File: src/rtl/vga_pixel_generator_if.sv
// Bundle between the VGA sync controller and the pixel generator: the sync
// strobes travel in, the coloured pixel stream and its metadata come back out.
interface vga_pixel_generator_if #(
  parameter int unsigned COUNTER_SIZE = 11,
  parameter int unsigned COLOR_WIDTH  = 4
);
  logic                    h_sync;
  logic                    v_sync;
  logic [COLOR_WIDTH-1:0]  red;
  logic [COLOR_WIDTH-1:0]  green;
  logic [COLOR_WIDTH-1:0]  blue;
  logic                    display_enable;
  logic                    h_sync_out;
  logic                    v_sync_out;
  logic [COUNTER_SIZE-1:0] pixel_x;
  logic [COUNTER_SIZE-1:0] pixel_y;
  logic                    frame_start;
  logic                    line_overrun;

  modport master (
    output h_sync, v_sync,
    input  red, green, blue, display_enable, h_sync_out, v_sync_out,
           pixel_x, pixel_y, frame_start, line_overrun
  );

  modport slave (
    input  h_sync, v_sync,
    output red, green, blue, display_enable, h_sync_out, v_sync_out,
           pixel_x, pixel_y, frame_start, line_overrun
  );
endinterface

File: src/rtl/vga_pixel_generator.sv
// Two-stage pixel generator: coordinates and an 8-bar colour pattern derived from
// the sync strobes. Define VGA_BORDER_EN to paint a white one-pixel frame border.
module vga_pixel_generator #(
  parameter int unsigned               COUNTER_SIZE = 11,
  parameter int unsigned               COLOR_WIDTH  = 4,
  parameter logic [COUNTER_SIZE-1:0]   H_ACTIVE     = 11'd1024,
  parameter logic [COUNTER_SIZE-1:0]   V_ACTIVE     = 11'd768,
  parameter logic [COUNTER_SIZE-1:0]   BAR_WIDTH    = 11'd128
) (
  input  logic                 control_clock,
  input  logic                 reset,
  vga_pixel_generator_if.slave bus
);

  localparam logic [COUNTER_SIZE-1:0] ONE      = COUNTER_SIZE'(1);
  localparam logic [COUNTER_SIZE-1:0] H_LAST   = H_ACTIVE - ONE;
  localparam logic [COUNTER_SIZE-1:0] V_LAST   = V_ACTIVE - ONE;
  localparam logic [COUNTER_SIZE-1:0] BAR_LAST = BAR_WIDTH - ONE;

  logic                    r_h_d;
  logic                    r_v_d;
  logic [COUNTER_SIZE-1:0] r_px;
  logic [COUNTER_SIZE-1:0] r_py;
  logic [COUNTER_SIZE-1:0] r_bar_cnt;
  logic [2:0]              r_bar_idx;
  logic                    r_de1;
  logic                    r_fs1;
  logic                    r_frame_pend;
  logic                    r_over;

  logic [COLOR_WIDTH-1:0]  r_red;
  logic [COLOR_WIDTH-1:0]  r_green;
  logic [COLOR_WIDTH-1:0]  r_blue;
  logic                    r_de2;
  logic                    r_hso;
  logic                    r_vso;
  logic [COUNTER_SIZE-1:0] r_pixel_x;
  logic [COUNTER_SIZE-1:0] r_pixel_y;
  logic                    r_fs2;
  logic                    r_over2;

  logic                    w_h_rise;
  logic                    w_h_fall;
  logic                    w_v_rise;
  logic                    w_line_long;
  logic                    w_frame_long;
  logic [COLOR_WIDTH-1:0]  w_red;
  logic [COLOR_WIDTH-1:0]  w_green;
  logic [COLOR_WIDTH-1:0]  w_blue;

  assign w_h_rise = bus.h_sync & ~r_h_d;
  assign w_h_fall = ~bus.h_sync & r_h_d;
  assign w_v_rise = bus.v_sync & ~r_v_d;

  // A frame is too long if the last line ended and another line starts without v_sync restarting.
  assign w_line_long  = bus.h_sync & ~w_h_rise & (r_px == H_LAST);
  assign w_frame_long = w_h_rise & bus.v_sync & r_frame_pend & ~w_v_rise;

  always_ff @(posedge control_clock or posedge reset) begin
    if (reset) begin
      r_h_d        <= 1'b0;
      r_v_d        <= 1'b0;
      r_px         <= '0;
      r_py         <= '0;
      r_bar_cnt    <= '0;
      r_bar_idx    <= '0;
      r_de1        <= 1'b0;
      r_fs1        <= 1'b0;
      r_frame_pend <= 1'b0;
      r_over       <= 1'b0;
    end else begin
      r_h_d <= bus.h_sync;
      r_v_d <= bus.v_sync;

      if (w_h_rise)
        r_px <= '0;
      else if (bus.h_sync && (r_px != H_LAST))
        r_px <= r_px + ONE;

      // Bar counter advances in lockstep with px so the bar index freezes once px saturates.
      if (w_h_rise) begin
        r_bar_cnt <= '0;
        r_bar_idx <= '0;
      end else if (bus.h_sync && (r_px < H_LAST)) begin
        if (r_bar_cnt == BAR_LAST) begin
          r_bar_cnt <= '0;
          r_bar_idx <= r_bar_idx + 3'd1;
        end else begin
          r_bar_cnt <= r_bar_cnt + ONE;
        end
      end

      if (w_v_rise)
        r_py <= '0;
      else if (w_h_fall && bus.v_sync && (r_py != V_LAST))
        r_py <= r_py + ONE;

      r_de1 <= bus.h_sync & bus.v_sync;
      r_fs1 <= w_h_rise & bus.v_sync & ((r_py == '0) | w_v_rise);

      if (!bus.v_sync || w_v_rise)
        r_frame_pend <= 1'b0;
      else if (w_h_fall && (r_py == V_LAST))
        r_frame_pend <= 1'b1;

      if (w_line_long || w_frame_long)
        r_over <= 1'b1;
    end
  end

  always_comb begin
    w_red   = {COLOR_WIDTH{r_bar_idx[2] & r_de1}};
    w_green = {COLOR_WIDTH{r_bar_idx[1] & r_de1}};
    w_blue  = {COLOR_WIDTH{r_bar_idx[0] & r_de1}};
`ifdef VGA_BORDER_EN
    if (r_de1 && ((r_px == '0) || (r_px == H_LAST) || (r_py == '0) || (r_py == V_LAST))) begin
      w_red   = '1;
      w_green = '1;
      w_blue  = '1;
    end
`endif
  end

  // Second stage keeps every output, including the overrun flag, on the same t+2 timing.
  always_ff @(posedge control_clock or posedge reset) begin
    if (reset) begin
      r_red     <= '0;
      r_green   <= '0;
      r_blue    <= '0;
      r_de2     <= 1'b0;
      r_hso     <= 1'b0;
      r_vso     <= 1'b0;
      r_pixel_x <= '0;
      r_pixel_y <= '0;
      r_fs2     <= 1'b0;
      r_over2   <= 1'b0;
    end else begin
      r_red     <= w_red;
      r_green   <= w_green;
      r_blue    <= w_blue;
      r_de2     <= r_de1;
      r_hso     <= r_h_d;
      r_vso     <= r_v_d;
      r_pixel_x <= r_px;
      r_pixel_y <= r_py;
      r_fs2     <= r_fs1;
      r_over2   <= r_over;
    end
  end

  assign bus.red            = r_red;
  assign bus.green          = r_green;
  assign bus.blue           = r_blue;
  assign bus.display_enable = r_de2;
  assign bus.h_sync_out     = r_hso;
  assign bus.v_sync_out     = r_vso;
  assign bus.pixel_x        = r_pixel_x;
  assign bus.pixel_y        = r_pixel_y;
  assign bus.frame_start    = r_fs2;
  assign bus.line_overrun   = r_over2;

endmodule
File: src/flat_wrapper.sv
// flat-port wrapper written by rule: the top's interface ports become plain ports
module vga_pixel_generator_flat 
#(
  parameter int unsigned               COUNTER_SIZE = 11,
  parameter int unsigned               COLOR_WIDTH  = 4,
  parameter logic [COUNTER_SIZE-1:0]   H_ACTIVE     = 11'd1024,
  parameter logic [COUNTER_SIZE-1:0]   V_ACTIVE     = 11'd768,
  parameter logic [COUNTER_SIZE-1:0]   BAR_WIDTH    = 11'd128
)
  (control_clock, reset, bus_h_sync, bus_v_sync, bus_red, bus_green, bus_blue, bus_display_enable, bus_h_sync_out, bus_v_sync_out, bus_pixel_x, bus_pixel_y, bus_frame_start, bus_line_overrun);
  vga_pixel_generator_if #(.COUNTER_SIZE(COUNTER_SIZE), .COLOR_WIDTH(COLOR_WIDTH)) bus_i ();
  input  logic control_clock;
  input  logic reset;
  input wire logic [$bits(bus_i.h_sync)-1:0] bus_h_sync;
  input wire logic [$bits(bus_i.v_sync)-1:0] bus_v_sync;
  output wire logic [$bits(bus_i.red)-1:0] bus_red;
  output wire logic [$bits(bus_i.green)-1:0] bus_green;
  output wire logic [$bits(bus_i.blue)-1:0] bus_blue;
  output wire logic [$bits(bus_i.display_enable)-1:0] bus_display_enable;
  output wire logic [$bits(bus_i.h_sync_out)-1:0] bus_h_sync_out;
  output wire logic [$bits(bus_i.v_sync_out)-1:0] bus_v_sync_out;
  output wire logic [$bits(bus_i.pixel_x)-1:0] bus_pixel_x;
  output wire logic [$bits(bus_i.pixel_y)-1:0] bus_pixel_y;
  output wire logic [$bits(bus_i.frame_start)-1:0] bus_frame_start;
  output wire logic [$bits(bus_i.line_overrun)-1:0] bus_line_overrun;
  assign bus_i.h_sync = bus_h_sync;
  assign bus_i.v_sync = bus_v_sync;
  assign bus_red = bus_i.red;
  assign bus_green = bus_i.green;
  assign bus_blue = bus_i.blue;
  assign bus_display_enable = bus_i.display_enable;
  assign bus_h_sync_out = bus_i.h_sync_out;
  assign bus_v_sync_out = bus_i.v_sync_out;
  assign bus_pixel_x = bus_i.pixel_x;
  assign bus_pixel_y = bus_i.pixel_y;
  assign bus_frame_start = bus_i.frame_start;
  assign bus_line_overrun = bus_i.line_overrun;
  vga_pixel_generator #(.COUNTER_SIZE(COUNTER_SIZE), .COLOR_WIDTH(COLOR_WIDTH), .H_ACTIVE(H_ACTIVE), .V_ACTIVE(V_ACTIVE), .BAR_WIDTH(BAR_WIDTH)) u_core (.control_clock(control_clock), .reset(reset), .bus(bus_i));
endmodule
File: config.mk
export PLATFORM = sky130hd
export DESIGN_NAME = vga_pixel_generator_flat
export DESIGN_NICKNAME = d
export VERILOG_FILES = /design/src/rtl/vga_pixel_generator_if.sv /design/src/rtl/vga_pixel_generator.sv /design/src/flat_wrapper.sv
export SDC_FILE = /design/constraint.sdc
export NUM_CORES = 1
export LEC_CHECK = 0
export CORE_ASPECT_RATIO = 2
export CORE_MARGIN = 5
export CORE_UTILIZATION = 49
export DETAILED_ROUTE_END_ITERATION = 10
export PLACE_DENSITY = 0.77
export REMOVE_ABC_BUFFERS = 1
export SLEW_MARGIN = 40
export SYNTH_ARGS = -nofsm -noshare
export SYNTH_HDL_FRONTEND = slang
export SYNTH_SLANG_ARGS = --single-unit
File: constraint.sdc
create_clock -name control_clock -period 2.19 [get_ports control_clock]
set_input_delay 0.3285 -clock control_clock [delete_from_list [all_inputs] [get_ports control_clock]]
set_output_delay 0.3285 -clock control_clock [all_outputs]
set_load 0.1 [all_outputs]
==> flow_summary.toml <==
[run_status]
outcome = "finished, final reports clean"

[logic_synthesis]
post_synth_num_cell_types = 55
synth-compound-area-share_pct = 16.3
synth-edff-count = 0
synthesis.instances = 293
synth_simple_gate_area_share_pct = 18.3
avgSynthCellArea_um2 = 10.8
synth_seq_area_share_pct = 56.8
post_synth_mux_area_share_pct = 0.986
xor_and_xnor_fraction_of_the_mapped_netlist_area_pct = 1.10
ys_dominant_reg_cell = "sky130_fd_sc_hd__dfrtp_1"
synth_fa_ha_area_share_pct = 1.97
async_reset_ff_share_pct = 100
synth-warning-count = 0
register_bit_total_from_synthesis = 72
netlist_area_um2 = 3170
synth_top_family_by_area = "simple AND/OR/NAND/NOR gates"

[floorplan]
effective_utilization_at_floorplan_pct = 50.3
design.die.area_um2 = 8280
floorplan.die.height_um = 124
die_w_um = 66.9
rows = 41
floorplan.core_area_um2 = 6310
top_level_ports = 43

[placement]
port-buffer-count = 42
finalWeightedCongestion = 0.856
numPlacedInstances = 410
placement.setup.worst_slack_ns = 0.109
dp_hpwl_um = 4910

[timing]
fin_crit_ns = 1.92
hold_viol = 0
max_clock_freq_mhz = 520
tns_ns = 0
timing_max_transition_violations_final = 0
final_period_util_pct = 87.9
timing.final.setup_violations = 0
fin_worst_skew_ns = 0.00685
max_slew_margin_pct = 51.2
worst_slew_pin_slew_ns = 0.723
timing.hold.ws_ns = 0.381
setup_ws_ns = 0.266
grt_setup_unrepaired = "no"

[finish]
multi_input_area_um2 = 1230
drive_gt1_share_pct = 22.4
antenna-diode-count = 0
nets = 344
register_area_um2 = 1800
layout.cells.most_common = "sky130_fd_sc_hd__dfrtp_1"
n_fill_cell = 513
final-instance-count-excl-fill = 426
leading_cell_types_in_the_layout_fill_and_taps_excluded = "72 x sky130_fd_sc_hd__dfrtp_1, 44 x sky130_fd_sc_hd__buf_4, 31 x sky130_fd_sc_hd__nand2_1"
area_growth_syn_to_layout_pct = 22.8

[pwr]
fin_total_pwr_mw = 3.51
p_leak_nw = 1.79
power.density_cell_area_nw_per_um2 = 901
max-vdd-ir-drop_uv = 554

[critical_path]
timing.critical_path.from_type = "flip-flop"
path_max_fanout = 10
timing.setup.critical_path_class = "flip-flop to flip-flop"
critical_path_rt_ns = 2.43
critical_path_arrival_ns = 2.17
critical_path.endpoint_type = "flip-flop"

[clock_tree]
post_cts_setup_buffer_count = 0
cts_hold_buf = 0
clk_pin_slew_worst_paths_ns = 0.06
cts_max_level = 3
tritoncts_clock_tree = "done"
cts_repair_resizes = 0
max_buffers_root_to_sink = 2
cts_num_sinks = 72
cts_root_buffer = "sky130_fd_sc_hd__clkbuf_16"
worst_skew_pair.late_latency_ns = 0.33
cts_made_buffers = 9

[detailed_routing]
dr.pass1.iters = 4
dr.max_layer_used = "met4"
routed_wire_length_per_instance_um = 16.3
dr_wl_met3_um = 279
vias = 2437
met2WireLength_um = 3830
ant_nets = 0
drcViolationCount = 0
number_of_violations_reported_at_the_end_of_detailed_routing_iteration_0 = 151
routed_via_density = 5.72
wl_met1_um = 2590
detail_route.wirelength_um = 6940

[grt]
global_route.overflow_total = 0
grt_first_pass_wirelength_um = 11600
grt_max_degree = 73
track_usage_pct = 19.0
number_of_global_route_vias_before_repair = 2430
grt_antenna_before_repair = 0

[job]
drv_cap = 0

[worst_hold_path]
worstHoldPathType = "flip-flop to flip-flop"
[final timing paths]
path                                     start                endpoint  slack (ns)  cells after the start
worst max-delay path            u_core.r_py[1]          u_core.r_py[3]        0.27                      5
worst min-delay path              u_core.r_fs1  u_core.bus.frame_start        0.38                      0
worst max register to register  u_core.r_py[1]          u_core.r_py[3]        0.27                      5
worst min register to register    u_core.r_fs1  u_core.bus.frame_start        0.38                      0
max in group asynchronous                reset          u_core.r_px[4]        1.50                      3
min in group asynchronous                reset   u_core.bus.pixel_y[2]        0.39                      3
[flip-flops by register name (all words and copies together), names as in the netlist]
register,flops
u_core.bus.red,1
u_core.r_v_d,1
u_core.bus.green,1
u_core.bus.pixel_x,11
u_core.r_frame_pend,1
u_core.r_fs1,1
u_core.bus.frame_start,1
u_core.bus.display_enable,1
u_core.bus.pixel_y,11
u_core.bus.v_sync_out,1
u_core.r_bar_cnt,11
u_core.bus.line_overrun,1
u_core.r_bar_idx,3
u_core.bus.blue,1
u_core.r_h_d,1
u_core.r_over,1
u_core.r_de1,1
u_core.r_px,11
u_core.r_py,11
u_core.bus.h_sync_out,1
[Yosys cell counts (all sizes together), types with 2 or more instances]
cell	n	area share, %
nor2b	3	0.59
a31o	3	0.83
a211oi	3	0.71
o31ai	2	0.47
dfrtp	72	57
nand3	13	2.1
o21ai	17	2.7
nor4	3	0.79
nand4	9	2.0
nor3	6	0.95
ha	5	2.0
xnor2	4	1.1
nand2	31	3.7
a41o	2	0.63
o22ai	2	0.39
nor2	15	1.8
a31oi	2	0.39
a21oi	14	2.2
a22oi	2	0.47
a21boi	2	0.47
a41oi	3	0.83
o41ai	2	0.79
mux2i	2	0.63
o311ai	5	1.9
clkbuf	6	0.71
or3	7	1.5
a22o	3	0.83
buf	12	2.6
a311oi	2	0.55
a21o	2	0.47
and3	6	1.2
inv	10	1.2
and2	6	1.2
or4	4	0.95
[metrics by stage]
step / utilization (%) / instance area, um2
finish: 61.8 / 3900
global route: 61.8 / 3900
CTS: 61.8 / 3900
detailed placement: 56.7 / 3580
global placement: 56.7 / 3580
floorplan: - / 3070
[power by group]
part,leakage [nW],internal (mW),switching (mW)
clock,0.158,1.02,0.525
combinational,0.666,0.135,0.320
sequential,0.969,1.41,0.103
[routing by layer]
layer / vias to the layer above / track usage (%)
li1: 1158 / -
met1: 1191 / 20.6
met2: 65 / 32.0
met3: 23 / 4.96
met4: 0 / 12.1
met5: - / 0
[cells by family after synthesis]
kind of cell | count (synthesis)
AND/OR/NAND/NOR | 109
AO/OA/AOI/OAI | 72
flip-flops | 72
buffers and inverters | 28
adder cells (fa/ha/maj) | 5
XOR/XNOR | 4
multiplexers | 3
[critical path, cell delays in order, from the launching register on]
cell                       delay [ns]
sky130_fd_sc_hd__dfrtp_1         0.41
sky130_fd_sc_hd__ha_1            0.25
sky130_fd_sc_hd__nand3_1         0.25
sky130_fd_sc_hd__o311ai_4        0.55
sky130_fd_sc_hd__o21ai_0         0.19
sky130_fd_sc_hd__a21oi_1         0.19
[area by class of cell]
| class | instances | share of cell area, % |
|---|---|---|
| Multi-Input combinational cell | 193 | 31.5 |
| Timing Repair Buffer | 49 | 10.3 |
| Sequential cell | 72 | 46.2 |
| Inverter | 10 | 0.963 |
| Clock inverter | 6 | 2.12 |
| Tap cell | 86 | 2.76 |
| Clock buffer | 10 | 6.13 |
Power figures use the tool's default switching activity.
